**config.mk**
```make
export PLATFORM = sky130hd
export DESIGN_NAME = note_scroller_flat
export DESIGN_NICKNAME = d
export VERILOG_FILES = /design/src/rtl/note_scroller_if.sv /design/src/rtl/note_scroller.sv /design/src/flat_wrapper.sv
export SDC_FILE = /design/constraint.sdc
export NUM_CORES = 1
export LEC_CHECK = 0
export CAP_MARGIN = 10
export CORE_ASPECT_RATIO = 1.75
export CORE_MARGIN = 3
export CORE_UTILIZATION = 30
export CTS_BUF_LIST = sky130_fd_sc_hd__clkbuf_2 sky130_fd_sc_hd__clkbuf_4 sky130_fd_sc_hd__clkbuf_8
export CTS_CLUSTER_DIAMETER = 100
export CTS_CLUSTER_SIZE = 12
export DETAILED_ROUTE_END_ITERATION = 8
export HOLD_SLACK_MARGIN = 0.08
export PLACE_DENSITY = 0.64
export SETUP_SLACK_MARGIN = 0.3
export SLEW_MARGIN = 5
export SYNTH_ARGS = -nofsm -noshare
export SYNTH_HDL_FRONTEND = slang
export SYNTH_SLANG_ARGS = --single-unit
export TNS_END_PERCENT = 20
```
**constraint.sdc**
```tcl
create_clock -name clk -period 2.5 [get_ports clk]
set_clock_uncertainty 0.15 [all_clocks]
set_input_delay 0.625 -clock clk [delete_from_list [all_inputs] [get_ports clk]]
set_output_delay 0.625 -clock clk [all_outputs]
set_load 0.05 [all_outputs]
```
**src/rtl/note_scroller_if.sv**
```systemverilog
// Note stream from the song feeder into the scroller: valid/ready with a last-note marker.
// The feeder owns valid/data/last; the scroller owns ready.
interface note_scroller_if #(
    parameter int unsigned CW = 2
) ();
    logic          note_valid;
    logic [CW-1:0] note_data;
    logic          note_last;
    logic          note_ready;

    modport master (
        output note_valid,
        output note_data,
        output note_last,
        input  note_ready
    );

    modport slave (
        input  note_valid,
        input  note_data,
        input  note_last,
        output note_ready
    );
endinterface

```
**src/rtl/note_scroller.sv**
```systemverilog
// Scrolling note window for the LED-matrix rhythm game: pulls notes from a stream, shifts them
// toward cell 0 with a sub-cell pixel offset and judges player hits at a fixed cell.
module note_scroller #(
    parameter int unsigned WINDOW       = 10,
    parameter int unsigned NUM_COLORS   = 2,
    parameter int unsigned CW           = 2,
    parameter int unsigned OFFSET_STEPS = 7,
    parameter int unsigned OW           = 3,
    parameter int unsigned TICK_DIV     = 50000,
    parameter int unsigned JUDGE_POS    = 1
) (
    input  logic                         clk,
    input  logic                         rst,
    input  logic                         start,
    input  logic                         pause,
    note_scroller_if.slave               note,
    input  logic                         hit_valid,
    input  logic [CW-1:0]                hit_code,
    output logic [NUM_COLORS*WINDOW-1:0] color_mask,
    output logic [OW-1:0]                offset,
    output logic [CW-1:0]                judge_code,
    output logic                         hit_ok,
    output logic                         hit_bad,
    output logic                         miss,
    output logic                         underrun,
    output logic                         busy,
    output logic                         finish
);

    localparam int unsigned PW = (TICK_DIV > 1) ? $clog2(TICK_DIV) : 1;
    localparam int unsigned DW = $clog2(WINDOW + 1);
    localparam logic [PW-1:0] PRESC_MAX  = PW'(TICK_DIV - 1);
    localparam logic [OW-1:0] OFFSET_MAX = OW'(OFFSET_STEPS - 1);
    localparam logic [DW-1:0] DRAIN_LAST = DW'(WINDOW - 1);
    localparam logic [CW-1:0] MAX_CODE   = CW'(NUM_COLORS);

    typedef enum logic [1:0] {StIdle, StRun, StDrain, StDone} state_e;

    state_e        state_q;
    logic [PW-1:0] presc_q;
    logic [OW-1:0] offset_q;
    logic [DW-1:0] drain_q;
    logic [CW-1:0] cell_q [WINDOW];
    logic [CW-1:0] held   [WINDOW];
    logic [CW-1:0] cell_d [WINDOW];

    logic          active, tick, step, hit_en, hit_match;
    logic [CW-1:0] judge, incoming;

    always_comb begin
        active    = ((state_q == StRun) || (state_q == StDrain)) && !pause;
        tick      = active && (presc_q == PRESC_MAX);
        step      = tick && (offset_q == OFFSET_MAX);
        judge     = cell_q[JUDGE_POS];
        hit_en    = active && hit_valid;
        hit_match = hit_en && (judge != '0) && (hit_code == judge);
        // Out-of-range codes from the feeder become empty cells.
        incoming  = '0;
        if ((state_q == StRun) && note.note_valid && (note.note_data <= MAX_CODE)) begin
            incoming = note.note_data;
        end
    end

    // A hit clears the pre-step judge cell; the shift then moves the cleared value along.
    for (genvar i = 0; i < WINDOW; i++) begin : g_next
        assign held[i] = (hit_match && (i == JUDGE_POS)) ? '0 : cell_q[i];
        if (i == WINDOW - 1) begin : g_tail
            assign cell_d[i] = step ? incoming : held[i];
        end else begin : g_body
            assign cell_d[i] = step ? held[i+1] : held[i];
        end
    end

    for (genvar c = 0; c < NUM_COLORS; c++) begin : g_color
        for (genvar i = 0; i < WINDOW; i++) begin : g_cell
            assign color_mask[c*WINDOW+i] = (cell_q[i] == CW'(c + 1));
        end
    end

    assign offset          = offset_q;
    assign judge_code      = cell_q[JUDGE_POS];
    assign note.note_ready = (state_q == StRun) && step;

    always_ff @(posedge clk) begin
        if (!rst) begin
            state_q  <= StIdle;
            presc_q  <= '0;
            offset_q <= '0;
            drain_q  <= '0;
            cell_q   <= '{default: '0};
            hit_ok   <= 1'b0;
            hit_bad  <= 1'b0;
            miss     <= 1'b0;
            underrun <= 1'b0;
            busy     <= 1'b0;
            finish   <= 1'b0;
        end else begin
            hit_ok   <= hit_match;
            hit_bad  <= hit_en && !hit_match;
            miss     <= step && (judge != '0) && !hit_match;
            underrun <= step && (state_q == StRun) && !note.note_valid;
            finish   <= 1'b0;
            unique case (state_q)
                StIdle: begin
                    if (start) begin
                        state_q  <= StRun;
                        busy     <= 1'b1;
                        presc_q  <= '0;
                        offset_q <= '0;
                        cell_q   <= '{default: '0};
                    end
                end
                StRun, StDrain: begin
                    if (active) begin
                        cell_q  <= cell_d;
                        presc_q <= tick ? '0 : presc_q + 1'b1;
                        if (tick) begin
                            offset_q <= step ? '0 : offset_q + 1'b1;
                        end
                        if (step) begin
                            if (state_q == StRun) begin
                                if (note.note_valid && note.note_last) begin
                                    state_q <= StDrain;
                                    drain_q <= '0;
                                end
                            end else if (drain_q == DRAIN_LAST) begin
                                state_q <= StDone;
                                busy    <= 1'b0;
                                finish  <= 1'b1;
                            end else begin
                                drain_q <= drain_q + 1'b1;
                            end
                        end
                    end
                end
                StDone: state_q <= StIdle;
                default: state_q <= StIdle;
            endcase
        end
    end

endmodule
```
**src/flat_wrapper.sv**
```systemverilog
// flat-port wrapper written by rule: the top's interface ports become plain ports
module note_scroller_flat 
#(
    parameter int unsigned WINDOW       = 10,
    parameter int unsigned NUM_COLORS   = 2,
    parameter int unsigned CW           = 2,
    parameter int unsigned OFFSET_STEPS = 7,
    parameter int unsigned OW           = 3,
    parameter int unsigned TICK_DIV     = 50000,
    parameter int unsigned JUDGE_POS    = 1
)
  (clk, rst, start, pause, hit_valid, hit_code, color_mask, offset, judge_code, hit_ok, hit_bad, miss, underrun, busy, finish, note_note_valid, note_note_data, note_note_last, note_note_ready);
  note_scroller_if #(.CW(CW)) note_i ();
  input  logic clk;
  input  logic rst;
  input  logic start;
  input  logic pause;
  input  logic hit_valid;
  input  logic [CW-1:0] hit_code;
  output logic [NUM_COLORS*WINDOW-1:0] color_mask;
  output logic [OW-1:0] offset;
  output logic [CW-1:0] judge_code;
  output logic hit_ok;
  output logic hit_bad;
  output logic miss;
  output logic underrun;
  output logic busy;
  output logic finish;
  input wire logic [$bits(note_i.note_valid)-1:0] note_note_valid;
  input wire logic [$bits(note_i.note_data)-1:0] note_note_data;
  input wire logic [$bits(note_i.note_last)-1:0] note_note_last;
  output wire logic [$bits(note_i.note_ready)-1:0] note_note_ready;
  assign note_i.note_valid = note_note_valid;
  assign note_i.note_data = note_note_data;
  assign note_i.note_last = note_note_last;
  assign note_note_ready = note_i.note_ready;
  note_scroller #(.WINDOW(WINDOW), .NUM_COLORS(NUM_COLORS), .CW(CW), .OFFSET_STEPS(OFFSET_STEPS), .OW(OW), .TICK_DIV(TICK_DIV), .JUDGE_POS(JUDGE_POS)) u_core (.clk(clk), .rst(rst), .start(start), .pause(pause), .note(note_i), .hit_valid(hit_valid), .hit_code(hit_code), .color_mask(color_mask), .offset(offset), .judge_code(judge_code), .hit_ok(hit_ok), .hit_bad(hit_bad), .miss(miss), .underrun(underrun), .busy(busy), .finish(finish));
endmodule
```
==> results of run 1 <==
==> registers in the layout, summed over array words and instances, names as in the netlist <==
register           flops
u_core.cell_q         18
u_core.underrun        1
u_core.busy            1
u_core.offset          3
u_core.finish          1
u_core.judge_code      2
u_core.presc_q        16
u_core.state_q         2
u_core.hit_bad         1
u_core.hit_ok          1
u_core.drain_q         4
u_core.miss            1
==> per-layer routing <==
layer | vias to the layer above | GRT usage [%] | wire, um
met4 | 0 | 6.92 | 101
li1 | 1110 | - | -
met5 | - | 0 | 0
met1 | 1045 | 15.0 | 2370
met2 | 40 | 23.0 | 3270
met3 | 8 | 2.96 | 211
==> final cells by class <==
| class | instances | area, um^2 | area share [%] |
|---|---|---|---|
| Inverter | 10 | 37.5 | 1.12 |
| Sequential cell | 51 | 1030 | 30.7 |
| Timing Repair Buffer | 71 | 624 | 18.6 |
| Multi-Input combinational cell | 203 | 1460 | 43.4 |
| Clock inverter | 3 | 28.8 | 0.856 |
| Clock buffer | 5 | 68.8 | 2.05 |
| Tap cell | 90 | 113 | 3.35 |
==> final timing paths <==
path,slack (ns),startpoint,endpoint
setup / recovery,-0.13,u_core.presc_q[12],note_note_ready
hold / removal,0.33,u_core.presc_q[14],u_core.presc_q[14]
setup reg to reg,0.16,u_core.presc_q[12],u_core.drain_q[2]
hold reg to reg,0.33,u_core.presc_q[14],u_core.presc_q[14]
==> kinds of logic after synthesis <==
logic type	after synthesis	synth area share (%)
buffers and inverters	22	4.23
flip-flops	51	41.5
AND/OR/NAND/NOR	127	28.6
multiplexers	5	2.04
adder cells (fa/ha/maj)	9	4.58
XOR/XNOR	12	4.28
AO/OA/AOI/OAI	50	14.7
==> tightest hold or removal path, delay by kind of cell (launching register included) <==
kind	cells	cell delay (ns)
simple gates	1	0.05
compound gates	1	0.05
flops	1	0.34
==> what timing repair did <==
item | in CTS | in global routing
resized for setup | 40 | 44
pin swaps | 4 | 7
endpoints found under the setup margin | 52 | 61
buffers inserted | 1 | 5
cloned | 0 | 0
==> Yosys cell counts, types with 2 or more instances <==
cell,number,area (um^2)
ha_1,9,113
o21ai_0,6,30.0
a21oi_1,10,50.1
and3_1,3,18.8
buf_4,2,15.0
buf_2,5,25.0
o41ai_1,2,17.5
a31oi_1,4,25.0
a22o_1,16,140
and2_1,3,18.8
nor2b_1,22,138
nand2_1,29,109
dfxtp_1,51,1020
or4_1,4,30.0
nand4_1,7,43.8
nor2_1,22,82.6
nor4_1,4,25.0
mux2i_1,5,50.1
xnor2_1,5,43.8
nor3_1,5,25.0
or3_1,3,18.8
nand3b_1,4,30.0
xor2_1,7,61.3
and2_2,2,15.0
clkbuf_1,4,15.0
nand3_1,9,45.0
inv_1,9,33.8
==> power breakdown <==
part           switching [mW]  internal [mW]
Combinational           0.299          0.281
Clock                   0.308          0.208
Sequential             0.0156          0.835
Total                   0.622           1.32
==> run summary, run 1 <==
diode count: 0
Mapped Avg Cell Area: 8.90 um^2
fin util: 42.2%
first-pass GRT wire length: 9990 um
Post-synth top flop: dfxtp_1
peak supply drop: 0.000248 V
Skew-Pair Late Insertion Delay: 0.32 ns
Critical Path Max Stage Delay: 0.54 ns
Routed wire per std cell: 13.7 um
synth warn: 0
placed inst area: 3160 um^2
die span in y: 126 um
die area: 9360 um^2
library cells used by synthesis: 51
vias per std cell: 5.09
Hold Crit Class: flop to flop
Clock Path Buffers: 2
initial antenna violation count: 0
f_max: 0.380 GHz
violated checks: setup timing
number of synthesized flops with an enable pin: 0
slowest CP cell: or4b_4
critical path depth: 5
# DRC: 0
CP startpoint kind: flop
fin cells: 433
Area Growth Syn to Fin: 36.8%
max_cap viols: 0
GP Congestion: 0.824
CTS tree: built
setup ws final: -0.135 ns
Worst-Margin Slew: 0.495 ns
nets: 362
Initial Utilization: 30.9%
Mapped Cells: 276
port bufs: 42
Power Density: 579 nW/um^2
worst-path cell chain: or4b_4 -> nor3_4 -> nand3_2 -> nor2_4 -> buf_12
largest net degree at the start of global routing: 19
RSZ-0062 raised after global routing: yes
outcome: finished, violations left
clock buffer count from CTS: 5
H-tree depth: 2
Slew Limit Fails: 0
#FFs+latches synth: 51
cell area after layout: 3360 um^2
crit path DAT: 1.86 ns
final WL: 5950 um
worst path bufs/invs: 1
1st-pass router iterations: 4
Async SR Flop Fraction: 0%
Hold WS: 0.326 ns
crit-path leading delay family: simple AND/OR/NAND/NOR gates
vias in the first global route: 2204
Mapped Area: 2460 um^2
most common cell after layout, fill and taps aside: dfxtp_1
clk slew on worst S/H paths: 0.09 ns
Reg2Reg Depth: 6
endpoints failing setup: 1
clk sinks: 51
Core ar.: 7960 um^2
row count: 43
share of layout cells above drive strength 1: 25.1%
placed cells: 419
all-layer global routing usage: 13.4%
Hold Fails Final Rpt: 0
Final ANT Viol Nets: 0
Leakage Power: 1.37 nW
grt ovf: 0
Die W: 74.4 um
CP max FO: 6
Root Driver: clkbuf_8
TNS Setup: -0.135 ns
final HPWL from detailed placement: 4430 um
I/O pin count: 43
CP Class: flop to output port
Tot Pwr: 1.95 mW
hold depth: 2
Critical Path RT: 1.73 ns
most frequent cells in the layout: 45 x dfxtp_1, 28 x nand2_1, 26 x buf_4, 21 x nor2b_1, 21 x nor2_1
crit end category: output port
Final min period: 2.63 ns
detailed router's first-iteration violation count: 99
vias: 2203
Final Cycle Share: 105%
Fillers: 799
post-cts hold buffer count: 0
pre-CTS setup slack: -0.108 ns
Rel. slew slack: 67.1%
sequential-to-total area share from yosys stat: 41.5%
Syn Nets: 296
(Power assumes the default switching activity.)
==> run 2, diff against run 1 <==
--- a/config.mk
+++ b/config.mk
@@ -6,6 +6,8 @@
 export NUM_CORES = 1
 export LEC_CHECK = 0
 export CAP_MARGIN = 10
+export CELL_PAD_IN_SITES_DETAIL_PLACEMENT = 0
+export CELL_PAD_IN_SITES_GLOBAL_PLACEMENT = 2
 export CORE_ASPECT_RATIO = 1.75
 export CORE_MARGIN = 3
 export CORE_UTILIZATION = 30
@@ -14,7 +16,7 @@
 export CTS_CLUSTER_SIZE = 12
 export DETAILED_ROUTE_END_ITERATION = 8
 export HOLD_SLACK_MARGIN = 0.08
-export PLACE_DENSITY = 0.64
+export PLACE_DENSITY = 0.91
 export SETUP_SLACK_MARGIN = 0.3
 export SLEW_MARGIN = 5
 export SYNTH_ARGS = -nofsm -noshare
==> run 2 against run 1 <==
Net effect: the run still ends with setup timing left; fmax about the same; final cell count is the same; setup slack better by 0.00089 ns; sequential power hardly changed; utilization decreased by 0.68 points; flip-flop and latch count unchanged; combinational power down 8.6%; non-clock buffer count stayed put; power fell by 3.0%; register-to-register slack about the same; hold slack better by 0.018 ns; largest power group unchanged; highest routed layer unchanged.
==> run summary, run 2 (synthesis results as in run 1) <==
nets: 362 (unchanged)
RSZ-0062 raised after global routing: yes (unchanged)
slowest CP cell: or4b_4 (unchanged)
worst-path cell chain: or4b_4 -> nor3_4 -> nand3_2 -> nor2_4 -> buf_12 (unchanged)
Initial Utilization: 30.9% (unchanged)
crit path from: u_core.presc_q[12] (unchanged)
violated checks: setup timing (unchanged)
clk sinks: 51 (unchanged)
H-tree depth: 2 (unchanged)
CP max FO: 4 (was 6)
detailed router's first-iteration violation count: 90 (was 99)
vias per std cell: 5.03 (was 5.09)
critical path depth: 5 (unchanged)
1st-pass router iterations: 6 (was 4)
top sig layer: met4 (unchanged)
I/O pin count: 43 (unchanged)
routed wl met3: 209 um (was 211 um)
share of layout cells above drive strength 1: 23.3% (was 25.1%)
largest net degree at the start of global routing: 19 (unchanged)
Worst-Margin Slew: 0.523 ns (was 0.495 ns)
Die W: 74.4 um (unchanged)
endpoints failing setup: 1 (unchanged)
Reg-to-Reg End: u_core.drain_q[3] (was u_core.drain_q[2])
peak supply drop: 0.000280 V (was 0.000248 V)
GP Congestion: 0.795 (was 0.824)
port bufs: 42 (unchanged)
row count: 43 (unchanged)
Final ANT Viol Nets: 0 (unchanged)
Hold Fails Final Rpt: 0 (unchanged)
crit-path leading delay family: simple AND/OR/NAND/NOR gates (unchanged)
CTS tree: built (unchanged)
Leakage Power: 1.36 nW (was 1.37 nW)
Hold Crit Class: flop to flop (unchanged)
Tot Pwr: 1.89 mW (was 1.95 mW)
Routed wire per std cell: 13.9 um (was 13.7 um)
WL met2: 3430 um (was 3270 um)
# DRC: 0 (unchanged)
all-layer global routing usage: 13.1% (was 13.4%)
Fillers: 830 (was 799)
Skew-Pair Late Insertion Delay: 0.31 ns (was 0.32 ns)
placed cells: 422 (was 419)
M1 WL: 2270 um (was 2370 um)
fin cells: 433 (unchanged)
f_max: 0.380 GHz (about the same)
diode count: 0 (unchanged)
vias in the first global route: 2117 (was 2204)
post-cts hold buffer count: 0 (unchanged)
FF/Latch Area: 1030 um^2 (about the same)
Core ar.: 7960 um^2 (unchanged)
Area Growth Syn to Fin: 34.6% (was 36.8%)
CP startpoint kind: flop (unchanged)
Root Driver: clkbuf_8 (unchanged)
die span in y: 126 um (unchanged)
CP Class: flop to output port (unchanged)
grt ovf: 0 (unchanged)
crit end category: output port (unchanged)
crit path DAT: 1.86 ns (about the same)
vias: 2178 (was 2203)
pre-CTS setup slack: -0.136 ns (was -0.108 ns)
final WL: 6000 um (was 5950 um)
Critical Path Max Stage Delay: 0.54 ns (about the same)
Slew Limit Fails: 0 (unchanged)
max_cap viols: 0 (unchanged)
max reg flops: 18 (unchanged)
critical register-to-register path startpoint: u_core.presc_q[12] (unchanged)
fin util: 41.5% (was 42.2%)
Rel. slew slack: 65.2% (was 67.1%)
outcome: finished, violations left (unchanged)
most frequent cells in the layout: 46 x dfxtp_1, 28 x nand2_1, 28 x buf_4, 21 x nor2b_1, 20 x nor2_1 (was 45 x dfxtp_1, 28 x nand2_1, 26 x buf_4, 21 x nor2b_1, 21 x nor2_1)
die area: 9360 um^2 (unchanged)
setup ws final: -0.134 ns (was -0.135 ns)
final HPWL from detailed placement: 4650 um (was 4430 um)
clock buffer count from CTS: 5 (unchanged)
Clock Path Buffers: 2 (unchanged)
Reg2Reg Depth: 6 (unchanged)
Critical Path RT: 1.73 ns (about the same)
Reg with most FFs: u_core.cell_q (unchanged)
Final Cycle Share: 105% (about the same)
CP endpoint: note_note_ready (unchanged)
clk slew on worst S/H paths: 0.10 ns (was 0.09 ns)
worst path bufs/invs: 1 (unchanged)
TNS Setup: -0.134 ns (was -0.135 ns)
first-pass GRT wire length: 9690 um (was 9990 um)
Final min period: 2.63 ns (about the same)
most common cell after layout, fill and taps aside: dfxtp_1 (unchanged)
area occupied by multi-input gates: 1420 um^2 (was 1460 um^2)
initial antenna violation count: 0 (unchanged)
Power Density: 571 nW/um^2 (was 579 nW/um^2)
biggest regs: u_core.cell_q x18, u_core.presc_q x16, u_core.drain_q x4 (unchanged)
worst reg-to-reg setup slack: 0.15 ns (was 0.16 ns)
## run 2: cell types whose count changed in the layout (fill, tap and decap cells not counted), moves of 2 or more
cell	before	now
a21oi_1	7	10
a21oi_2	2	0
buf_4	26	28
buf_6	2	0
dfxtp_2	5	3
dlygate4sd2_1	13	15
inv_6	0	2
## run 2: per-layer routing
| layer | up-vias | global-route usage (%) |
|---|---|---|
| li1 | 1112 | - |
| met1 | 1028 | 13.2 |
| met2 | 33 | 25.0 |
| met3 | 5 | 2.48 |
| met4 | 0 | 5.14 |
| met5 | - | 0 |
## run 2: layout make-up
cell class | instances | area share [%]
multi-input cells | 203 | 43.0
flip-flops and latches | 51 | 31.2
repair buffers | 71 | 18.4
well taps | 90 | 3.41
clock buffers | 5 | 2.08
inverters | 10 | 1.14
clock inverters | 3 | 0.795
## run 2: worst register-to-register path, delay by kind of cell, from the launching register on
family          cells  cell delay, ns
simple gates        4            1.43
flops               1            0.36
buf+inv             1            0.19
compound gates      1            0.16
## run 2: how the worst min path moves through the flow
stage | from | endpoint | slack (ns) | depth (start not counted)
2_1_floorplan | u_core.presc_q[13] | u_core.presc_q[13] | 0.30 | 1
3_3_place_gp | u_core.drain_q[3] | u_core.drain_q[3] | 0.32 | 2
3_5_place_dp | u_core.presc_q[13] | u_core.presc_q[13] | 0.33 | 1
4_1_cts | u_core.presc_q[12] | u_core.presc_q[12] | 0.35 | 1
5_1_grt | u_core.busy | u_core.busy | 0.37 | 2
6_report | u_core.offset[0] | u_core.offset[0] | 0.34 | 2
## run 2: power by group
part	total, mW	switching [mW]	internal (mW)
sequential	0.851	0.0177	0.834
combinational	0.529	0.283	0.246
clock	0.507	0.300	0.207
total	1.89	0.601	1.29
## run 2: through the flow
stage                     hold slack (ns)  area (um^2)
after floorplan                     0.302         2490
after global placement              0.318         3180
after detailed placement            0.329         3180
after CTS                           0.346         3270
after global routing                0.371         3310
final                               0.344         3310
## run 2: what timing repair did
| item | 4_1_cts | 5_1_grt |
|---|---|---|
| resized for setup | 41 | 34 |
| pin swaps | 3 | 6 |
| endpoints found under the setup margin | 61 | 48 |
| setup buffers | 0 | 3 |
